## src/rtl/serial_adder_seq.sv

```systemverilog
// ============================================================================
// Module   : serial_adder_seq
// Brief    : Bit-serial LSB-first adder, one full-adder cell plus carry flop.
//            Optional signed-overflow output when SERIAL_ADDER_OVF_EN is defined.
// Revision : 1.0 - initial release
// ============================================================================
`default_nettype none

module serial_adder_seq #(
    parameter int WIDTH = 4
) (
    input  logic             clk,
    input  logic             rst,
    input  logic             start,
    input  logic [WIDTH-1:0] a,
    input  logic [WIDTH-1:0] b,
    input  logic             cin,
    output logic             busy,
    output logic             done,
    output logic [WIDTH-1:0] sum,
    output logic             cout
`ifdef SERIAL_ADDER_OVF_EN
    ,
    output logic             ovf
`endif
);

    localparam int              c_CW    = $clog2(WIDTH) + 1;
    localparam logic [c_CW-1:0] c_LAST  = c_CW'(WIDTH - 1);
    localparam logic [1:0]      c_IDLE  = 2'd0;
    localparam logic [1:0]      c_SHIFT = 2'd1;
    localparam logic [1:0]      c_DONE  = 2'd2;

    logic [1:0]       r_state;
    logic [WIDTH-1:0] r_a_sr;
    logic [WIDTH-1:0] r_b_sr;
    logic             r_c;
    logic [c_CW-1:0]  r_cnt;
    logic [WIDTH-2:0] r_sum_sr;
    logic [WIDTH-1:0] r_sum;
    logic             r_cout;
`ifdef SERIAL_ADDER_OVF_EN
    logic             r_ovf;
`endif

    logic             w_s;
    logic             w_c;
    logic             w_last;
    logic [WIDTH-1:0] w_sum_next;

    assign w_s        = r_a_sr[0] ^ r_b_sr[0] ^ r_c;
    assign w_c        = (r_a_sr[0] & r_b_sr[0]) | (r_a_sr[0] & r_c) | (r_b_sr[0] & r_c);
    assign w_last     = (r_cnt == c_LAST);
    // The shift register keeps only the upper WIDTH-1 bits; the final bit
    // lands directly in the output register on the last shift edge.
    assign w_sum_next = {w_s, r_sum_sr};

    always_ff @(posedge clk or posedge rst) begin
        if (rst) begin
            r_state  <= c_IDLE;
            r_a_sr   <= '0;
            r_b_sr   <= '0;
            r_c      <= 1'b0;
            r_cnt    <= '0;
            r_sum_sr <= '0;
            r_sum    <= '0;
            r_cout   <= 1'b0;
`ifdef SERIAL_ADDER_OVF_EN
            r_ovf    <= 1'b0;
`endif
        end else begin
            case (r_state)
                c_IDLE, c_DONE: begin
                    if (start) begin
                        r_state  <= c_SHIFT;
                        r_a_sr   <= a;
                        r_b_sr   <= b;
                        r_c      <= cin;
                        r_cnt    <= '0;
                        r_sum_sr <= '0;
                        r_sum    <= '0;
                        r_cout   <= 1'b0;
`ifdef SERIAL_ADDER_OVF_EN
                        r_ovf    <= 1'b0;
`endif
                    end else begin
                        r_state <= c_IDLE;
                    end
                end
                c_SHIFT: begin
                    r_c      <= w_c;
                    r_sum_sr <= w_sum_next[WIDTH-1:1];
                    r_a_sr   <= r_a_sr >> 1;
                    r_b_sr   <= r_b_sr >> 1;
                    r_cnt    <= r_cnt + c_CW'(1);
                    if (w_last) begin
                        r_state <= c_DONE;
                        r_sum   <= w_sum_next;
                        r_cout  <= w_c;
`ifdef SERIAL_ADDER_OVF_EN
                        // r_c here is the carry into the MSB, w_c the carry out
                        r_ovf   <= r_c ^ w_c;
`endif
                    end
                end
                default: r_state <= c_IDLE;
            endcase
        end
    end

    assign busy = (r_state == c_SHIFT);
    assign done = (r_state == c_DONE);
    assign sum  = r_sum;
    assign cout = r_cout;
`ifdef SERIAL_ADDER_OVF_EN
    assign ovf  = r_ovf;
`endif

endmodule

`default_nettype wire

```

## config.mk

```make
export PLATFORM = sky130hd
export DESIGN_NAME = serial_adder_seq
export DESIGN_NICKNAME = d
export VERILOG_FILES = /design/src/rtl/serial_adder_seq.sv
export SDC_FILE = /design/constraint.sdc
export NUM_CORES = 1
export LEC_CHECK = 0
export ABC_AREA = 0
export BUFFER_PORTS_ARGS = -buffer_cell sky130_fd_sc_hd__buf_4
export CAP_MARGIN = 15
export CORE_MARGIN = 2
export CORE_UTILIZATION = 45
export CTS_CLUSTER_DIAMETER = 30
export DETAILED_ROUTE_END_ITERATION = 7
export GPL_TIMING_DRIVEN = 0
export PLACE_DENSITY = 0.66
export SLEW_MARGIN = 20
export SYNTH_ARGS = -nofsm -noshare
export SYNTH_HDL_FRONTEND = slang
export SYNTH_SLANG_ARGS = --single-unit
```

## constraint.sdc

```tcl
create_clock -name clk -period 2 [get_ports clk]
set_input_delay 0.3 -clock clk [delete_from_list [all_inputs] [get_ports clk]]
set_output_delay 0.3 -clock clk [all_outputs]
set_load 0.02 [all_outputs]
```

### Yosys cells after proc, flatten, opt, wreduce, memory -nomap -nowiden

Index checks and enable logic that the tools add are counted.
W data, S select, Z words.

| operators by class | value |
|---|---|
| $add $sub $neg | 1 |
| eq/ne operators | 5 |
| muxes and demuxes | 18 |
| bitwise gates (word level) | 7 |
| reductions and logical operators | 5 |

Operators by type and width:

| cell | count |
|---|---|
| $pmux W4 S2 | 3 |
| $mux W4 | 4 |
| $pmux W3 S2 | 2 |
| $mux W1 | 4 |
| $pmux W1 S2 | 2 |
| $pmux W2 S2 | 1 |
| $add A3 B1 Y3 const B | 1 |
| $and A1 B1 Y1 | 3 |
| $eq A3 B2 Y1 const B | 1 |
| $mux W3 | 1 |
| $reduce_and A3 Y1 | 1 |
| $eq A2 B1 Y1 const B | 1 |
| $eq A2 B2 Y1 const B | 1 |
| $logic_not A2 Y1 | 1 |
| $mux W2 | 1 |
| $ne A2 B1 Y1 const B | 1 |
| $ne A2 B2 Y1 const B | 1 |
| $or A1 B1 Y1 | 2 |
| $reduce_and A2 Y1 | 1 |
| $reduce_bool A2 Y1 | 1 |
| $reduce_or A2 Y1 | 1 |
| $xor A1 B1 Y1 | 2 |

| word-level totals | value |
|---|---|
| register bits | 22 |
| bits of input ports | 12 |
| output and inout bits | 7 |
| logic and storage cells | 44 |

### Logic depth before layout (Yosys ltp)

| depth | value |
|---|---|
| depth after elaboration | 5 |
| mapped depth | 6 |
| mapped depth without buffers | 5 |

### Worst setup path before layout

OpenSTA, ideal clock, no wires.

| path | value |
|---|---|
| path kind | register to register |
| from | register r_a_sr[0] |
| to | register r_sum_sr[2] |
| setup time | 0.121 ns |
| data arrival time | 1.112 ns |
| required time | 1.879 ns |
| path slack | 0.767 ns |
| stages on the path, launching flop included | 5 |
| buffers on the path | 0 |
| clock period less this slack | 1.233 ns |
| cells stage by stage | dfrtp_1 > inv_1 > fa_1 > mux2i_1 > a22o_1 |

| on the way | value |
|---|---|
| cells in the longest elaborated chain, start to end | 3 |

Ends and longest elaborated chain:

| what | line | source |
|---|---|---|
| start, declared | 35 | `logic [WIDTH-1:0] r_a_sr;` |
| start signal, assigned | 93 | `r_a_sr <= r_a_sr >> 1;` |
| $xor A1 B1 Y1 (2 in series) | 51 | `assign w_s = r_a_sr[0] ^ r_b_sr[0] ^ r_c;` |
| $pmux W3 S2 | 72 | `case (r_state)` |
| end signal, assigned | 92 | `r_sum_sr <= w_sum_next[WIDTH-1:1];` |
| end, declared | 39 | `logic [WIDTH-2:0] r_sum_sr;` |

Every way passes these cells.
A chain may end at the register's enable or synchronous reset.

### Final worst setup path

| path | value |
|---|---|
| from | register r_state[1] |
| to | output port busy |

| on the way | value |
|---|---|
| cells in the longest elaborated chain, start to end | 1 |

Ends and longest elaborated chain:

| what | line | source |
|---|---|---|
| start, declared | 34 | `logic [1:0] r_state;` |
| start signal, assigned | 60 | `r_state <= c_IDLE;` |
| start signal, assigned | 75 | `r_state <= c_SHIFT;` |
| start signal, assigned | 87 | `r_state <= c_IDLE;` |
| $eq A2 B1 Y1 | 111 | `assign busy = (r_state == c_SHIFT);` |
| end, declared | 18 | `output logic busy,` |

Every way passes these cells.

==> run_results.csv <==
group,metric,value,unit
synth,yosys_warnings,0,
clock_tree,cts_resized,0,
synth,syn-mean-instance-area,10.71,um2
floorplanning,fp-row-count,17,
synth,synth.largest_area_cell,"dfrtp_1",
sta,fmax,610.2,MHz
sta,relSlewSlack,43.53,%
layout,drive_above_1_share,24.59,%
layout,fin_util,57.20,%
synth,synthArstFlopShare,100.0,%
floorplanning,die-height,52.79,um
power_and_ir_drop,p_per_area,1654,nW/um2
setup_path,cpPeakStageDelay,0.39,ns
setup_path,r2r-end,"sum[0]",
sta,min_period_over_period,81.93,%
place,dp_slack,0.6499,ns
power_and_ir_drop,ir_drop,892.1,uV
setup_path,reg2regPathDepth,5,
global_route,grt_use_total,17.09,%
synth,netlist_top_cells_area,"dfrtp_1 51%, nand3_1 6.5%, a22o_1 5.7%",
clock_tree,cts_buffers,3,
clock_tree,clock_latency,0.31,ns
sta,rsz0062_at_grt,"no",
floorplanning,die-area,2786,um2
setup_path,path_max_fanout,10,
layout,nets,138,
routing,wl_per_cell,12.96,um
synth,ys_seq_elements,22,
synth,synth-edff-count,0,
synth,synth_most_common_cell,"dfrtp_1",
layout,syn_to_final_growth,19.28,%
synth,syn_nets,115,
routing,via_count,794,
sta,drv_slew,0,
clock_tree,clock_sinks,22,
global_route,grt_pass1_wl,3443,um
routing,drc,0,
floorplanning,start_util,47.96,%
routing,routed_wl,1944,um
clock_tree,cts_tree,"done",
floorplanning,boundaryPins,19,
sta,setup_tns,0,ns
clock_tree,cts_root_buffer,"clkbuf_4",
sta,min_period,1.639,ns
global_route,grt_pass1_vias,776,
synth,ys.flop_type,"dfrtp_1",
synth,netlist_area,1071,um2
setup_path,crit_slowest_cell,"dfrtp_1",
synth,synth_cell_type_count,28,
synth,synth_common_cells,"22 x dfrtp_1, 14 x nand3_1, 7 x a22o_1",
setup_path,required,1.70,ns
synth,synth_top_cell_area_share,51.40,%
clock_tree,h-tree-depth,1,
sta,setup_viol,0,
sta,tightest_slew,0.8462,ns
layout,diodes,0,
floorplanning,fp.dieW,52.79,um
setup_path,r2r-start,"r_cnt[0]",
setup_path,worstPathArrival,1.34,ns
routing,vias_per_cell,5.293,
sta,fin_ws,0.3613,ns
power_and_ir_drop,finalPower,2.113,mW
run_status,status,"completed",
global_route,grt_overflow,0,
setup_path,cp_cell_sequence,"buf_6 > nand2b_4 > buf_12 > inv_12 > buf_4",
setup_path,critical_path_class,"flop to output port",
run,maxCapViolCount,0,
synth,ys_seq_area_share,51.40,%
global_route,grt_max_degree,23,
sta,fin_skew,0.001223,ns
floorplanning,core,2233,um2
place,place_congestion,0.7214,
power_and_ir_drop,p_leak,0.6135,nW
routing,drt_iter0_drc,9,
setup_path,r2r_slack,0.65,ns
clock_tree,cts_buffer_depth,2,
hold_path,hp-class,"primary input to async pin",
place,place_hpwl,1424,um
routing,first_pass_iters,2,
synth,syn_inst,100,
clock_tree,path_clk_slew,0.12,ns
sta,hold_viol,0,
setup_path,end_kind,"output port",
clock_tree,postCtsSetupBuffers,0,
setup_path,crit_path_start_kind,"flop",
layout,final-instance-count-excl-fill,150,
place,dp_cells,146,
routing,ant_nets,0,
clock_tree,cts_hold_buf,0,
global_route,grt_antenna_before_repair,0,
place,placement.io_buffers,18,
==> cell type report <==
type,count,area [um2]
multi-input cells,65,426.7
inverters,7,38.79
flip-flops and latches,22,550.5
plain buffers,6,55.05
fillers,204,955.9
clock buffers,4,36.28
well taps,28,35.03
repair buffers,18,135.1
==> through the flow <==
| stage | hold slack, ns | area, um2 |
|---|---|---|
| after floorplan | 0.2892 | 1071 |
| after global placement | 0.4824 | 1241 |
| after detailed placement | 0.4866 | 1241 |
| after CTS | 0.1637 | 1277 |
| after global routing | 0.1920 | 1277 |
| final | 0.1517 | 1277 |
==> cell usage in the layout, fill, tap and decap left out, types with 2 or more instances in the layout <==
cell       n
a21oi_1    4
o22ai_1    6
ha_1       2
nand2_1    5
buf_4     19
nand2b_1   2
nor2b_1    3
mux2i_1    2
o21ai_0    2
inv_1      6
clkbuf_4   4
nor3_1     4
nand3b_1   2
a22o_1     7
nand3_1   14
nor2_1     6
dfrtp_1   22
==> kinds of logic after synthesis <==
family,share of synthesized area (%)
multiplexers,1.869
adder cells (fa/ha/maj),4.205
buffers and inverters,8.762
AND/OR/NAND/NOR,21.03
flip-flops,51.40
AO/OA/AOI/OAI,12.73
==> worst max-delay path by stage <==
stage	start	end	slack, ns	cells after the start
6_report	r_state[1]	busy	0.36	5
5_1_grt	r_state[1]	busy	0.31	5
4_1_cts	r_state[1]	busy	0.35	5
3_5_place_dp	r_cnt[0]	sum[1]	0.65	5
3_3_place_gp	r_cnt[0]	sum[0]	0.67	5
2_1_floorplan	r_a_sr[0]	r_sum_sr[2]	0.77	4
==> worst max-delay path: cells and delay by family, from the launching register on <==
family,cells,cell delay [ns]
buffers and inverters,4,0.49
DFF,1,0.39
and+or+nand+nor,1,0.14
==> layer usage <==
layer	vias to the layer above	GRT usage (%)	wire, um
met5	-	0	0
met4	0	6.410	17
met3	2	3.429	63
met2	15	28.96	964
met1	380	21.32	899
li1	397	-	-
==> sequential cells by signal (all words and copies together), names as in the netlist <==
register and cells:
r_a_sr 4, r_b_sr 4, sum 4, r_cnt 3
r_sum_sr 3, r_state 2, cout 1, r_c 1
==> report_power, final <==
part | total, mW | switching [mW] | internal, mW
Combinational | 1.11 | 0.591 | 0.519
Sequential | 0.756 | 0.110 | 0.646
Clock | 0.246 | 0.135 | 0.111
Power figures use the tool's default switching activity.
